==> src/rtl/pcie_phase_rdctrl.sv <==
// Read-side phase controller for the PCIe phase FIFO: free-running read pointer
// that locks to a synchronised write-pointer MSB strobe and slips to re-centre.
//
// state | meaning
// IDLE  | no reference yet; watchdog parked; first edge decides slip or count
// ACQ   | counting consecutive in-window edges toward lock
// LOCK  | phase locked; out-of-window edges counted as errors, slip at limit
module pcie_phase_rdctrl #(
    parameter int ADDR_WIDTH = 4,
    parameter int EXP_PHASE  = 5,
    parameter int TOL        = 1,
    parameter int LOCK_CNT   = 4,
    parameter int ERR_LIMIT  = 2
) (
    input  logic                  rclk,
    input  logic                  npor,
    input  logic                  wstrobe,
    input  logic                  clr_err,
    output logic [ADDR_WIDTH-1:0] raddr,
    output logic                  locked,
    output logic [ADDR_WIDTH-1:0] phase,
    output logic                  err_pulse,
    output logic [7:0]            err_cnt
);

    localparam int MW   = $clog2(LOCK_CNT + 1);
    localparam int EW   = $clog2(ERR_LIMIT + 1);
    localparam int WD_W = ADDR_WIDTH + 2;

    localparam logic [ADDR_WIDTH-1:0] EXP_A   = ADDR_WIDTH'(EXP_PHASE);
    localparam logic [ADDR_WIDTH-1:0] SLIP_A  = ADDR_WIDTH'(EXP_PHASE + 1);
    localparam logic [ADDR_WIDTH-1:0] TOL_A   = ADDR_WIDTH'(TOL);
    localparam logic [MW-1:0]         LOCK_A  = MW'(LOCK_CNT);
    localparam logic [EW-1:0]         LIMIT_A = EW'(ERR_LIMIT);
    // Loaded on each edge; reaching zero then firing gives the timeout in the
    // 2*2^ADDR_WIDTH-th edge-free cycle.
    localparam logic [WD_W-1:0]       WD_LOAD = WD_W'((2 ** (ADDR_WIDTH + 1)) - 2);

    typedef enum logic [1:0] {
        IDLE = 2'd0,
        ACQ  = 2'd1,
        LOCK = 2'd2
    } state_t;

    state_t          state;
    logic [1:0]      rst_sync;
    logic            run;
    logic            s1, s2, s3;
    logic [MW-1:0]   match_cnt;
    logic [EW-1:0]   miss_cnt;
    logic [WD_W-1:0] wd_cnt;

    logic                  edge_det;
    logic                  in_win;
    logic [ADDR_WIDTH-1:0] diff_fwd;
    logic [ADDR_WIDTH-1:0] diff_bwd;
    logic [MW-1:0]         match_nxt;
    logic [EW-1:0]         miss_nxt;
    logic                  wd_fire;
    logic                  miss_edge;
    logic                  err_inc;

    // Reset asserts asynchronously, releases two rclk edges after npor rises.
    always_ff @(posedge rclk or negedge npor) begin
        if (!npor) begin
            rst_sync <= 2'b00;
        end else begin
            rst_sync <= {rst_sync[0], 1'b1};
        end
    end

    assign run       = rst_sync[1];
    assign edge_det  = s2 & ~s3;
    assign diff_fwd  = raddr - EXP_A;
    assign diff_bwd  = EXP_A - raddr;
    assign in_win    = (diff_fwd <= TOL_A) || (diff_bwd <= TOL_A);
    assign match_nxt = match_cnt + MW'(1);
    assign miss_nxt  = miss_cnt + EW'(1);
    assign wd_fire   = (state != IDLE) && !edge_det && (wd_cnt == '0);
    assign miss_edge = (state == LOCK) && edge_det && !in_win;
    assign err_inc   = wd_fire || miss_edge;

    always_ff @(posedge rclk or negedge npor) begin
        if (!npor) begin
            state     <= IDLE;
            s1        <= 1'b0;
            s2        <= 1'b0;
            s3        <= 1'b0;
            raddr     <= '0;
            phase     <= '0;
            locked    <= 1'b0;
            err_pulse <= 1'b0;
            match_cnt <= '0;
            miss_cnt  <= '0;
            wd_cnt    <= '0;
        end else if (run) begin
            s1        <= wstrobe;
            s2        <= s1;
            s3        <= s2;
            err_pulse <= 1'b0;
            raddr     <= raddr + ADDR_WIDTH'(1);

            if (edge_det) begin
                phase <= raddr;
            end

            if (edge_det || state == IDLE) begin
                wd_cnt <= WD_LOAD;
            end else if (wd_cnt != '0) begin
                wd_cnt <= wd_cnt - WD_W'(1);
            end

            case (state)
                IDLE: begin
                    if (edge_det) begin
                        state <= ACQ;
                        if (in_win) begin
                            match_cnt <= MW'(1);
                        end else begin
                            match_cnt <= '0;
                            raddr     <= SLIP_A;
                        end
                    end
                end
                ACQ: begin
                    if (edge_det) begin
                        if (in_win) begin
                            match_cnt <= match_nxt;
                            if (match_nxt == LOCK_A) begin
                                state    <= LOCK;
                                locked   <= 1'b1;
                                miss_cnt <= '0;
                            end
                        end else begin
                            match_cnt <= '0;
                            raddr     <= SLIP_A;
                        end
                    end else if (wd_fire) begin
                        state     <= IDLE;
                        locked    <= 1'b0;
                        err_pulse <= 1'b1;
                        match_cnt <= '0;
                    end
                end
                LOCK: begin
                    if (edge_det) begin
                        if (in_win) begin
                            miss_cnt <= '0;
                        end else begin
                            err_pulse <= 1'b1;
                            if (miss_nxt == LIMIT_A) begin
                                state     <= ACQ;
                                locked    <= 1'b0;
                                match_cnt <= '0;
                                miss_cnt  <= '0;
                                raddr     <= SLIP_A;
                            end else begin
                                miss_cnt <= miss_nxt;
                            end
                        end
                    end else if (wd_fire) begin
                        state     <= IDLE;
                        locked    <= 1'b0;
                        err_pulse <= 1'b1;
                        match_cnt <= '0;
                        miss_cnt  <= '0;
                    end
                end
                default: begin
                    state <= IDLE;
                end
            endcase
        end
    end

    // Clear wins over the old value but still counts a coincident error.
    always_ff @(posedge rclk or negedge npor) begin
        if (!npor) begin
            err_cnt <= 8'd0;
        end else if (run) begin
            if (clr_err) begin
                err_cnt <= err_inc ? 8'd1 : 8'd0;
            end else if (err_inc && err_cnt != 8'hFF) begin
                err_cnt <= err_cnt + 8'd1;
            end
        end
    end

endmodule

==> config.mk <==
export PLATFORM = sky130hd
export DESIGN_NAME = pcie_phase_rdctrl
export DESIGN_NICKNAME = d
export VERILOG_FILES = /design/src/rtl/pcie_phase_rdctrl.sv
export SDC_FILE = /design/constraint.sdc
export NUM_CORES = 1
export LEC_CHECK = 0
export BUFFER_PORTS_ARGS = -buffer_cell sky130_fd_sc_hd__buf_2
export CAP_MARGIN = 20
export CELL_PAD_IN_SITES_DETAIL_PLACEMENT = 1
export CELL_PAD_IN_SITES_GLOBAL_PLACEMENT = 2
export CORE_ASPECT_RATIO = 0.5
export CORE_MARGIN = 1
export CORE_UTILIZATION = 30
export CTS_BUF_LIST = sky130_fd_sc_hd__clkbuf_8 sky130_fd_sc_hd__clkbuf_16
export DETAILED_ROUTE_END_ITERATION = 12
export PLACE_DENSITY_LB_ADDON = 0.2
export REMOVE_ABC_BUFFERS = 1
export SLEW_MARGIN = 20
export SYNTH_ARGS = -nofsm -noshare
export SYNTH_HDL_FRONTEND = slang
export SYNTH_SLANG_ARGS = --single-unit
==> constraint.sdc <==
create_clock -name rclk -period 4.3 [get_ports rclk]
set_input_delay 0.645 -clock rclk [delete_from_list [all_inputs] [get_ports rclk]]
set_output_delay 0.645 -clock rclk [all_outputs]
set_load 0.02 [all_outputs]
==> results of run 1 <==
-- per-stage QoR --
stage | instance area [sq um] | setup slack, ns | hold slack [ns] | power [mW]
floorplan | 2200 | 2.11 | 0.331 | 0.909
global placement | 2430 | 2.06 | 0.334 | 1.06
detailed placement | 2430 | 1.99 | 0.345 | 1.07
CTS | 2550 | 1.97 | 0.351 | 1.42
global route | 2550 | 1.78 | 0.370 | 1.52
finish | 2550 | 1.98 | 0.346 | 1.40
-- state kept, by name, indices dropped and copies added (netlist names) --
register   cells
locked         1
s1             1
phase          4
match_cnt      3
rst_sync       2
state          2
s2             1
miss_cnt       2
s3             1
raddr          4
err_pulse      1
wd_cnt         6
err_cnt        8
-- cells by family after synthesis --
family                   after synthesis
AND/OR/NAND/NOR                       76
AO/OA/AOI/OAI                         74
flip-flops                            36
buffers and inverters                 31
adder cells (fa/ha/maj)               17
multiplexers                           6
XOR/XNOR                               3
other                                  1
-- cells in the final DEF, fill, tap and decap left out, drive strengths merged, types with 2 or more instances in the layout --
cell,synthesis,layout
a21o,3,3
inv,19,19
a41o,2,2
a211oi,4,4
nor3,4,4
buf,4,22
a31oi,7,7
ha,17,17
o22ai,3,3
mux2,5,5
nand4,3,3
clkbuf,8,5
or2,2,2
dfrtp,36,36
o31ai,5,5
and3,6,6
xnor2,2,2
nand2b,2,2
nor2b,3,3
or3,2,2
nand3,8,8
nor2,16,16
and2,2,2
nand2,27,27
o211ai,2,2
a21oi,17,17
o21ai,17,17
-- critical path, cell delays in order, from the launching register on --
cell,delay (ns)
dfrtp_1,0.51
inv_1,0.17
ha_1,0.25
xnor2_1,0.13
nor2_2,0.26
a211oi_4,0.14
o21ai_4,0.30
mux2_1,0.36
o22ai_1,0.12
-- path summary, 6_finish.rpt --
kind | start | to | cells after the start | slack (ns)
max in group asynchronous | npor | rst_sync[0]$_DFF_PN0_ | 1 | 3.29
max reg2reg | raddr[0]$_DFFE_PN0P_ | err_cnt[1]$_DFFE_PN0P_ | 8 | 1.98
max | raddr[0]$_DFFE_PN0P_ | err_cnt[1]$_DFFE_PN0P_ | 8 | 1.98
min | rst_sync[0]$_DFF_PN0_ | rst_sync[1]$_DFF_PN0_ | 0 | 0.35
min in group asynchronous | npor | match_cnt[1]$_DFFE_PN0P_ | 1 | 0.47
min reg2reg | rst_sync[0]$_DFF_PN0_ | rst_sync[1]$_DFF_PN0_ | 0 | 0.35
-- report_power, final --
| group | internal [mW] | switching [mW] |
|---|---|---|
| registers | 0.399 | 0.0688 |
| logic | 0.220 | 0.375 |
| clock network | 0.205 | 0.134 |
| total | 0.824 | 0.577 |
-- routing by layer --
layer / track usage / up-vias / share of wire
li1: - / 893 / -
met3: 0.0467 / 9 / 0.039
met5: 0 / - / 0
met4: 0.0549 / 0 / 0.017
met2: 0.249 / 29 / 0.42
met1: 0.219 / 898 / 0.53
-- layout make-up --
| cell class | instances | area, sq um | share of cell area |
|---|---|---|---|
| timing repair buffer | 22 | 113 | 0.0441 |
| sequential | 36 | 901 | 0.353 |
| tap | 92 | 115 | 0.0451 |
| clock buffer | 5 | 125 | 0.0490 |
| inverter | 19 | 71.3 | 0.0279 |
| multi-input combinational | 177 | 1230 | 0.481 |
==> reports/metrics.cfg, run 1 <==
[place]
dp_hpwl_um=4240
dpl.cell_count=346
port_buffers=21
gp_congestion=0.786

[timing]
min_period_ns=2.32
tightest_slew_ns=0.854
finalSetupViolCount=0
fin_skew_ns=0.00648
fmax_mhz=432
finalHoldViolations=0
slew_violations=0
max_slew_margin=0.431
rsz0062_at_grt=false
fin_crit_sh=0.539
fin_setup_tns_ns=0

[cells_and_area]
area_growth_pct=12.7
fin_nets=282
fin_cells=351
final_util=0.366
fillers=812
drive_gt1_frac=0.181
antennaDiodeCount=0

[global_routing]
grt_overflow=0
grt_pass1_wl_um=9860
grt_pass1_vias=1904
grt.total_usage=0.162
grt_max_degree=37
antenna_found_initial=0

[min_path]
hold_class=reg2reg

[die]
rows=21
initial_utilization=0.324
dieArea_sq_mm=0.00793
dieWidth_um=125
io_pins=22
design.core.area_sq_mm=0.00699
die_y_um=63.5

[yosys]
synthArstFlopShare=1.00
synth_area_leaders=dfrtp_1 (40%), ha_1 (9.4%), nand2_1 (4.5%)
synth-warning-count=0
netlist_area_sq_mm=0.00227
synth-simple-area-share=0.166
synth_top_family_by_area=compound AO/OA/AOI/OAI gates
ys_seq_area_frac=0.397
synthCells=244
synth.top_cell.area_share=0.397
synth.most_common_cell=dfrtp_1
netlist-cell-type-count=60
synthMuxAreaShare=0.0292
ys_seq_elements=36
synth-compound-area-share=0.237
synth-edff-count=0
synth_xor_area_frac=0.0149
synth.largest_area_cell=dfrtp_1
avgSynthCellArea_sq_um=9.29
synth_fa_ha_area_frac=0.0938
ys_top_cells_by_count=dfrtp_1 (36), nand2_1 (27), inv_1 (19), ha_1 (17), a21oi_1 (15)
synthFlopType=dfrtp_1

[pwr]
peakVddDrop_mv=0.205
p_per_area_mw_per_mm2=549
leakage_nw=1.18

[clock_network]
clkSinkCount=36
path_clk_slew_ns=0.06
cts_tree=done
cts_hold_buffers=0
cts_buffers=5
cts_root_buffer=clkbuf_16
cts_setup_buffers=0
clockBufferDepth=2
htreeDepth=2
cts_resized=0
clk_latency_ns=0.28

[worst_setup_path]
cp.arrival_ns=2.52
setup.worst_path.end_class=register
worst_ep_required_time_ns=4.50
startpoint_type=register
critical_path_class=reg2reg
crit_fanout=9

[detailed_routing]
drc=6
routed_wl_um=5700
viasPerCell=5.21
vias=1829
wl_per_cell_um=16.2
drtPass1Iterations=8
drt_iter0_drc=95
drtAntennaViolNets=0

[run]
cap_violations=0

[outcome]
status=complete, but fails checks
violations=design-rule violations

No activity file was read; power rests on OpenSTA's default activity.
==> inputs of run 2 (changes only) <==
clock period = 2.25 ns   (was 4.3 ns; I/O delays follow)
==> run 2 against run 1 <==
Effect of this change: the flow still finishes with violations (design-rule violations); maximum frequency increased by 7.7%; combinational power increased by 120%; count of clock-buffer cells in the layout increased by 1; flip-flop and latch count unchanged; via count increased by 4.2%; utilization increased by 2.3 points; first-iteration DRC count increased by 59%.
==> reports/metrics.cfg, run 2 (synthesis results as in run 1) <==
[cells_and_area]
largest_reg_flops=8  ; unchanged
fin_nets=295  ; +4.6%
top_register=err_cnt
fin_cells=367  ; +4.6%
area_growth_pct=19.8
antennaDiodeCount=0  ; unchanged
fillers=823  ; +1.4%
multi_input_area_sq_mm=0.00128  ; +3.9%
final_common_cell=dfrtp_1
top_regs=err_cnt (8), wd_cnt (6)
drive_gt1_frac=0.251  ; +0.0694
final_cell_mix=dfrtp_1 (34), nand2_1 (27), buf_2 (21)
regArea_sq_um=903  ; +0.28%

[detailed_routing]
drtAntennaViolNets=0  ; unchanged
drt_iter0_drc=151  ; +59%
wl_per_cell_um=16.2  ; about the same
routed_wl_um=5960  ; +4.7%
drc=6  ; unchanged
viasPerCell=5.19  ; -0.39%
vias=1905  ; +4.2%
drtPass1Iterations=8  ; unchanged

[outcome]
status=complete, but fails checks
violations=design-rule violations

[clock_network]
path_clk_slew_ns=0.06  ; about the same
clockBufferDepth=2  ; unchanged
cts_buffers=5  ; unchanged
clk_latency_ns=0.28  ; about the same
cts_tree=done
htreeDepth=2  ; unchanged
clkSinkCount=36  ; unchanged
cts_root_buffer=clkbuf_16

[timing]
min_period_ns=2.15  ; -0.166 ns
fin_crit_sh=0.955  ; +0.417
slew_violations=0  ; unchanged
finalHoldViolations=0  ; unchanged
finalSetupViolCount=0  ; unchanged
fin_skew_ns=0.00694  ; +0.000460 ns
max_slew_margin=0.419  ; -0.0119
fin_setup_tns_ns=0  ; unchanged
tightest_slew_ns=0.872  ; +0.0179 ns
fmax_mhz=465  ; +7.7%

[pwr]
leakage_nw=1.26  ; +6.5%
power_frac_seq=0.307  ; -0.027
p_per_area_mw_per_mm2=1060  ; +93%
peakVddDrop_mv=0.318  ; +55%
internal_power_mw=1.72  ; +110%
p_switching_mw=1.16  ; +100%
clockPowerShare=0.243  ; +0.002
p_sw_frac=0.403  ; -0.00883
combPwrFrac=0.450  ; +0.025

[worst_setup_path]
worst_ep_required_time_ns=2.45  ; -2.05 ns
crit_fanout=5  ; -4
startpoint_type=register
critical_path_class=reg2reg
crit_buf_inv=1  ; unchanged
crit_chain=buf_4 > ha_1 > xor2_2 > nor3_4 > a211oi_4 > o21ai_4 > mux2_1 > o22ai_1
cp_top_family=compound AO/OA/AOI/OAI gates
cp.arrival_ns=2.35  ; -0.17 ns
slowest_delay_ns=0.44  ; -0.07 ns
cp_slowest_cell=dfrtp_2
setup.worst_path.end_class=register

[global_routing]
grt_pass1_wl_um=10300  ; +4.6%
grt_pass1_vias=2019  ; +6.0%
grt_overflow=0  ; unchanged
antenna_found_initial=0  ; unchanged
grt.total_usage=0.170  ; +0.00741
grt_max_degree=37  ; unchanged

[min_path]
hold_class=in2async

[die]
design.core.area_sq_mm=0.00699  ; unchanged
dieArea_sq_mm=0.00793  ; unchanged
die_y_um=63.5  ; unchanged
dieWidth_um=125  ; unchanged
io_pins=22  ; unchanged
initial_utilization=0.324  ; unchanged
rows=21  ; unchanged

[run]
cap_violations=0  ; unchanged

[place]
port_buffers=21  ; unchanged
dp_hpwl_um=4250  ; +0.38%
gp_congestion=0.820  ; +4.3%
dpl.cell_count=354  ; +2.3%

[run 2: what timing repair did]
action	CTS	global route
pin swaps	2	2
setup buffers	0	4
endpoints found under the hold margin	0	0
gates resized for setup	1	9
endpoints found under the setup margin	6	18
hold buffers	0	0
cloned	0	1
[run 2: area by class of cell]
class,instances,share of cell area
clock inverters,2,0.00276
clock buffers,6,0.0511
multi-input cells,178,0.470
flip-flops and latches,36,0.333
well taps,92,0.0424
inverters,19,0.0263
repair buffers,34,0.0746
[run 2: power groups by stage]
stage	combinational (mW)	sequential (mW)	clock [mW]
after floorplan	0.782	0.955	0
after global placement	1.20	0.881	0
after detailed placement	1.21	0.892	0
after CTS	1.22	0.884	0.727
after global routing	1.46	0.909	0.763
final	1.30	0.885	0.700
[run 2: worst paths after layout]
kind                                       start                       end  slack, ns  depth (start not counted)
min in group rclk                        wstrobe            s1$_DFFE_PN0P_       0.29                          2
setup / recovery            raddr[1]$_DFFE_PN0P_    err_cnt[1]$_DFFE_PN0P_       0.10                          8
hold / removal                              npor  match_cnt[2]$_DFFE_PN0P_       0.17                          1
hold reg to reg            rst_sync[0]$_DFF_PN0_     rst_sync[1]$_DFF_PN0_       0.35                          0
max in group asynchronous                   npor      raddr[1]$_DFFE_PN0P_       1.48                          1
setup reg to reg            raddr[1]$_DFFE_PN0P_    err_cnt[1]$_DFFE_PN0P_       0.10                          8
[run 2: per-stage QoR]
step           power [mW]  hold slack (ns)  area (sq um)  utilization  setup WS, ns
2_1_floorplan        1.74           0.0419          2200            -        0.0581
3_3_place_gp         2.08            0.336          2490        0.356        0.0746
3_5_place_dp         2.10            0.344          2490        0.356       -0.0287
4_1_cts              2.83            0.197          2640        0.378       0.00106
5_1_grt              3.13            0.241          2720        0.389       -0.0160
6_report             2.88            0.169          2720        0.389         0.100
[run 2: layer usage]
metal / share of wire / wire, um / up-vias / global-route usage
li1: - / - / 929 / -
met1: 0.53 / 3160 / 948 / 0.232
met2: 0.43 / 2550 / 22 / 0.261
met3: 0.029 / 175 / 6 / 0.0467
met4: 0.013 / 76 / 0 / 0.0503
met5: 0 / 0 / - / 0
[run 2: worst reg2reg max path: stages, from the launching register on]
cell and delay, ns:
dfrtp_2 0.44, buf_4 0.15, ha_1 0.22, xor2_2 0.17, nor3_4 0.28, a211oi_4 0.12, o21ai_4 0.23, mux2_1 0.35
o22ai_1 0.12
==> inputs of run 3 (changes only) <==
BUFFER_PORTS_ARGS = unset   (was -buffer_cell sky130_fd_sc_hd__buf_2)
DONT_BUFFER_PORTS = 1   (was unset)
==> run 3 against run 2 <==
Effect of this change: the run still ends with design-rule violations left; worst setup slack worse by 0.076 ns; worst hold slack worse by 0.027 ns; maximum frequency down 3.4%; first-iteration DRC count down 27%; die area unchanged; sequential share of layout area up 0.28 points; via count down 3.5%; combinational power down 8%; flip-flop and latch count unchanged; largest cell class unchanged.
==> reports/metrics.cfg, run 3 (synthesis results as in run 1) <==
[place]
gp_congestion=0.778  ; -5.1%
dp_hpwl_um=4250  ; -0.16%
postPlaceCellArea_sq_mm=0.00244  ; -1.8%
port_buffers=0  ; -100%

[cells_and_area]
area_growth_pct=18.5
design_area_sq_mm=0.00269  ; -1.1%
antennaDiodeCount=0  ; unchanged
largest_reg_flops=8  ; unchanged
final_common_cell=dfrtp_1
final_cell_mix=dfrtp_1 (36), nand2_1 (27), inv_1 (19), buf_4 (19), ha_1 (17)
fillers=805  ; -2.2%
top_regs=err_cnt (8), wd_cnt (6)
drive_gt1_frac=0.199  ; -0.0517
top_register=err_cnt
fin_nets=281  ; -4.7%

[pwr]
peakVddDrop_mv=0.293  ; -7.8%
leakage_nw=1.21  ; -4.1%
p_per_area_mw_per_mm2=1090  ; +2.7%
p_total_mw=2.93  ; +1.6%

[global_routing]
grt_pass1_wl_um=10000  ; -2.7%
antenna_found_initial=0  ; unchanged
grt_overflow=0  ; unchanged
grt_pass1_vias=1865  ; -7.6%
grt.total_usage=0.165  ; -0.00487
grt_max_degree=37  ; unchanged

[clock_network]
path_clk_slew_ns=0.06  ; about the same
cts_buffers=5  ; unchanged
clkSinkCount=36  ; unchanged
clk_latency_ns=0.28  ; about the same
cts_tree=done
cts_root_buffer=clkbuf_16
htreeDepth=2  ; unchanged
clockBufferDepth=2  ; unchanged

[detailed_routing]
drt_iter0_drc=110  ; -27%
drtPass1Iterations=8  ; unchanged
drc=6  ; unchanged
viasPerCell=5.21  ; +0.36%
wl_per_cell_um=16.6  ; +2.3%
vias=1839  ; -3.5%
routed_wl_um=5870  ; -1.6%
drtAntennaViolNets=0  ; unchanged

[outcome]
violations=design-rule violations
status=complete, but fails checks

[timing]
hold_ws_ns=0.142  ; -0.0268 ns
slew_violations=0  ; unchanged
finalHoldViolations=0  ; unchanged
finalSetupViolCount=0  ; unchanged
fmax_mhz=449  ; -3.4%
fin_crit_sh=0.989  ; +0.0336
fin_skew_ns=0.00858  ; +0.00164 ns
min_period_ns=2.23  ; +0.0756 ns
rsz0062_at_grt=true

[worst_setup_path]
r2r-start=raddr[1]$_DFFE_PN0P_
rrSetupSlack_ns=0.02  ; -0.08 ns
rr_endpoint=locked$_DFFE_PN0P_
cp.arrival_ns=2.39  ; +0.04 ns
cp_slowest_cell=a2111oi_1
worst_ep_required_time_ns=2.42  ; -0.03 ns
crit_fanout=5  ; unchanged
r2r_cells=8  ; unchanged
slowest_delay_ns=0.55  ; +0.11 ns
crit_buf_inv=1  ; unchanged
setup.worst_path.end_class=register
cp_top_family=compound AO/OA/AOI/OAI gates
startpoint_type=register
crit_chain=buf_4 > ha_1 > a21oi_4 > xnor2_4 > a2111oi_1 > a211oi_2 > o31ai_1 > nand2_1
critical_path_class=reg2reg

[die]
io_pins=22  ; unchanged
initial_utilization=0.324  ; unchanged
rows=21  ; unchanged
dieArea_sq_mm=0.00793  ; unchanged
dieWidth_um=125  ; unchanged
design.core.area_sq_mm=0.00699  ; unchanged
die_y_um=63.5  ; unchanged

[min_path]
hold_class=in2reg
hp-start=clr_err
hold_end=err_cnt[1]$_DFFE_PN0P_
worstHoldPathCells=1

[run]
cap_violations=0  ; unchanged

-- run 3: cell count changes in the layout (fill, tap and decap cells not counted), moves of 2 or more --
cell,change
buf_2,-21
buf_4,+6
dfrtp_1,+2
dfrtp_2,-2
ha_1,+2
ha_2,-2
-- run 3: metrics by stage --
step / worst slack [ns] / setup TNS, ns / util / std cells
2_1_floorplan: 0.0581 / 0 / - / 232
3_3_place_gp: 0.0546 / 0 / 0.350 / 341
3_5_place_dp: 0.0249 / 0 / 0.350 / 341
4_1_cts: 0.00522 / 0 / 0.378 / 351
5_1_grt: -0.128 / -0.611 / 0.384 / 353
6_report: 0.0245 / 0 / 0.384 / 353
-- run 3: worst max-delay path by stage --
| stage | start | endpoint | cells after the start |
|---|---|---|---|
| floorplan | raddr[1]$_DFFE_PN0P_ | err_cnt[6]$_DFFE_PN0P_ | 8 |
| global placement | raddr[1]$_DFFE_PN0P_ | locked$_DFFE_PN0P_ | 8 |
| detailed placement | raddr[1]$_DFFE_PN0P_ | err_cnt[0]$_DFFE_PN0P_ | 8 |
| CTS | raddr[1]$_DFFE_PN0P_ | err_cnt[0]$_DFFE_PN0P_ | 8 |
| global route | raddr[1]$_DFFE_PN0P_ | locked$_DFFE_PN0P_ | 8 |
| finish | raddr[1]$_DFFE_PN0P_ | locked$_DFFE_PN0P_ | 8 |
-- run 3: cell type report --
class | count | area (sq um) | area share
Multi-Input combinational cell | 177 | 1260 | 0.469
Tap cell | 92 | 115 | 0.0429
Sequential cell | 36 | 901 | 0.335
Clock buffer | 5 | 125 | 0.0466
Inverter | 19 | 71.3 | 0.0265
Timing Repair Buffer | 21 | 173 | 0.0643
Clock inverter | 3 | 42.5 | 0.0158
-- run 3: routing by layer --
layer	vias to the layer above	wire, um	track usage
met5	-	0	0
met4	0	40	0.0503
met3	2	165	0.0391
met2	22	2460	0.242
met1	912	3200	0.238
li1	903	-	-
-- run 3: timing repair --
action                                  CTS  global route
endpoints found under the hold margin    36             0
endpoints found under the setup margin    0            15
hold buffers                              2             0
gates resized for setup                   0             5
setup buffers                             0             2
-- run 3: worst reg2reg max path, cell delays in order (launching register included) --
cell and delay (ns):
dfrtp_1 0.39, buf_4 0.16, ha_1 0.25, a21oi_4 0.19, xnor2_4 0.12, a2111oi_1 0.55, a211oi_2 0.12, o31ai_1 0.26
nand2_1 0.08
-- run 3: report_power, final --
part           switching, mW  leakage (nW)  internal [mW]
clock network          0.290        0.0798          0.521
logic                  0.726         0.669          0.476
registers              0.152         0.459          0.761
total                   1.17          1.21           1.76
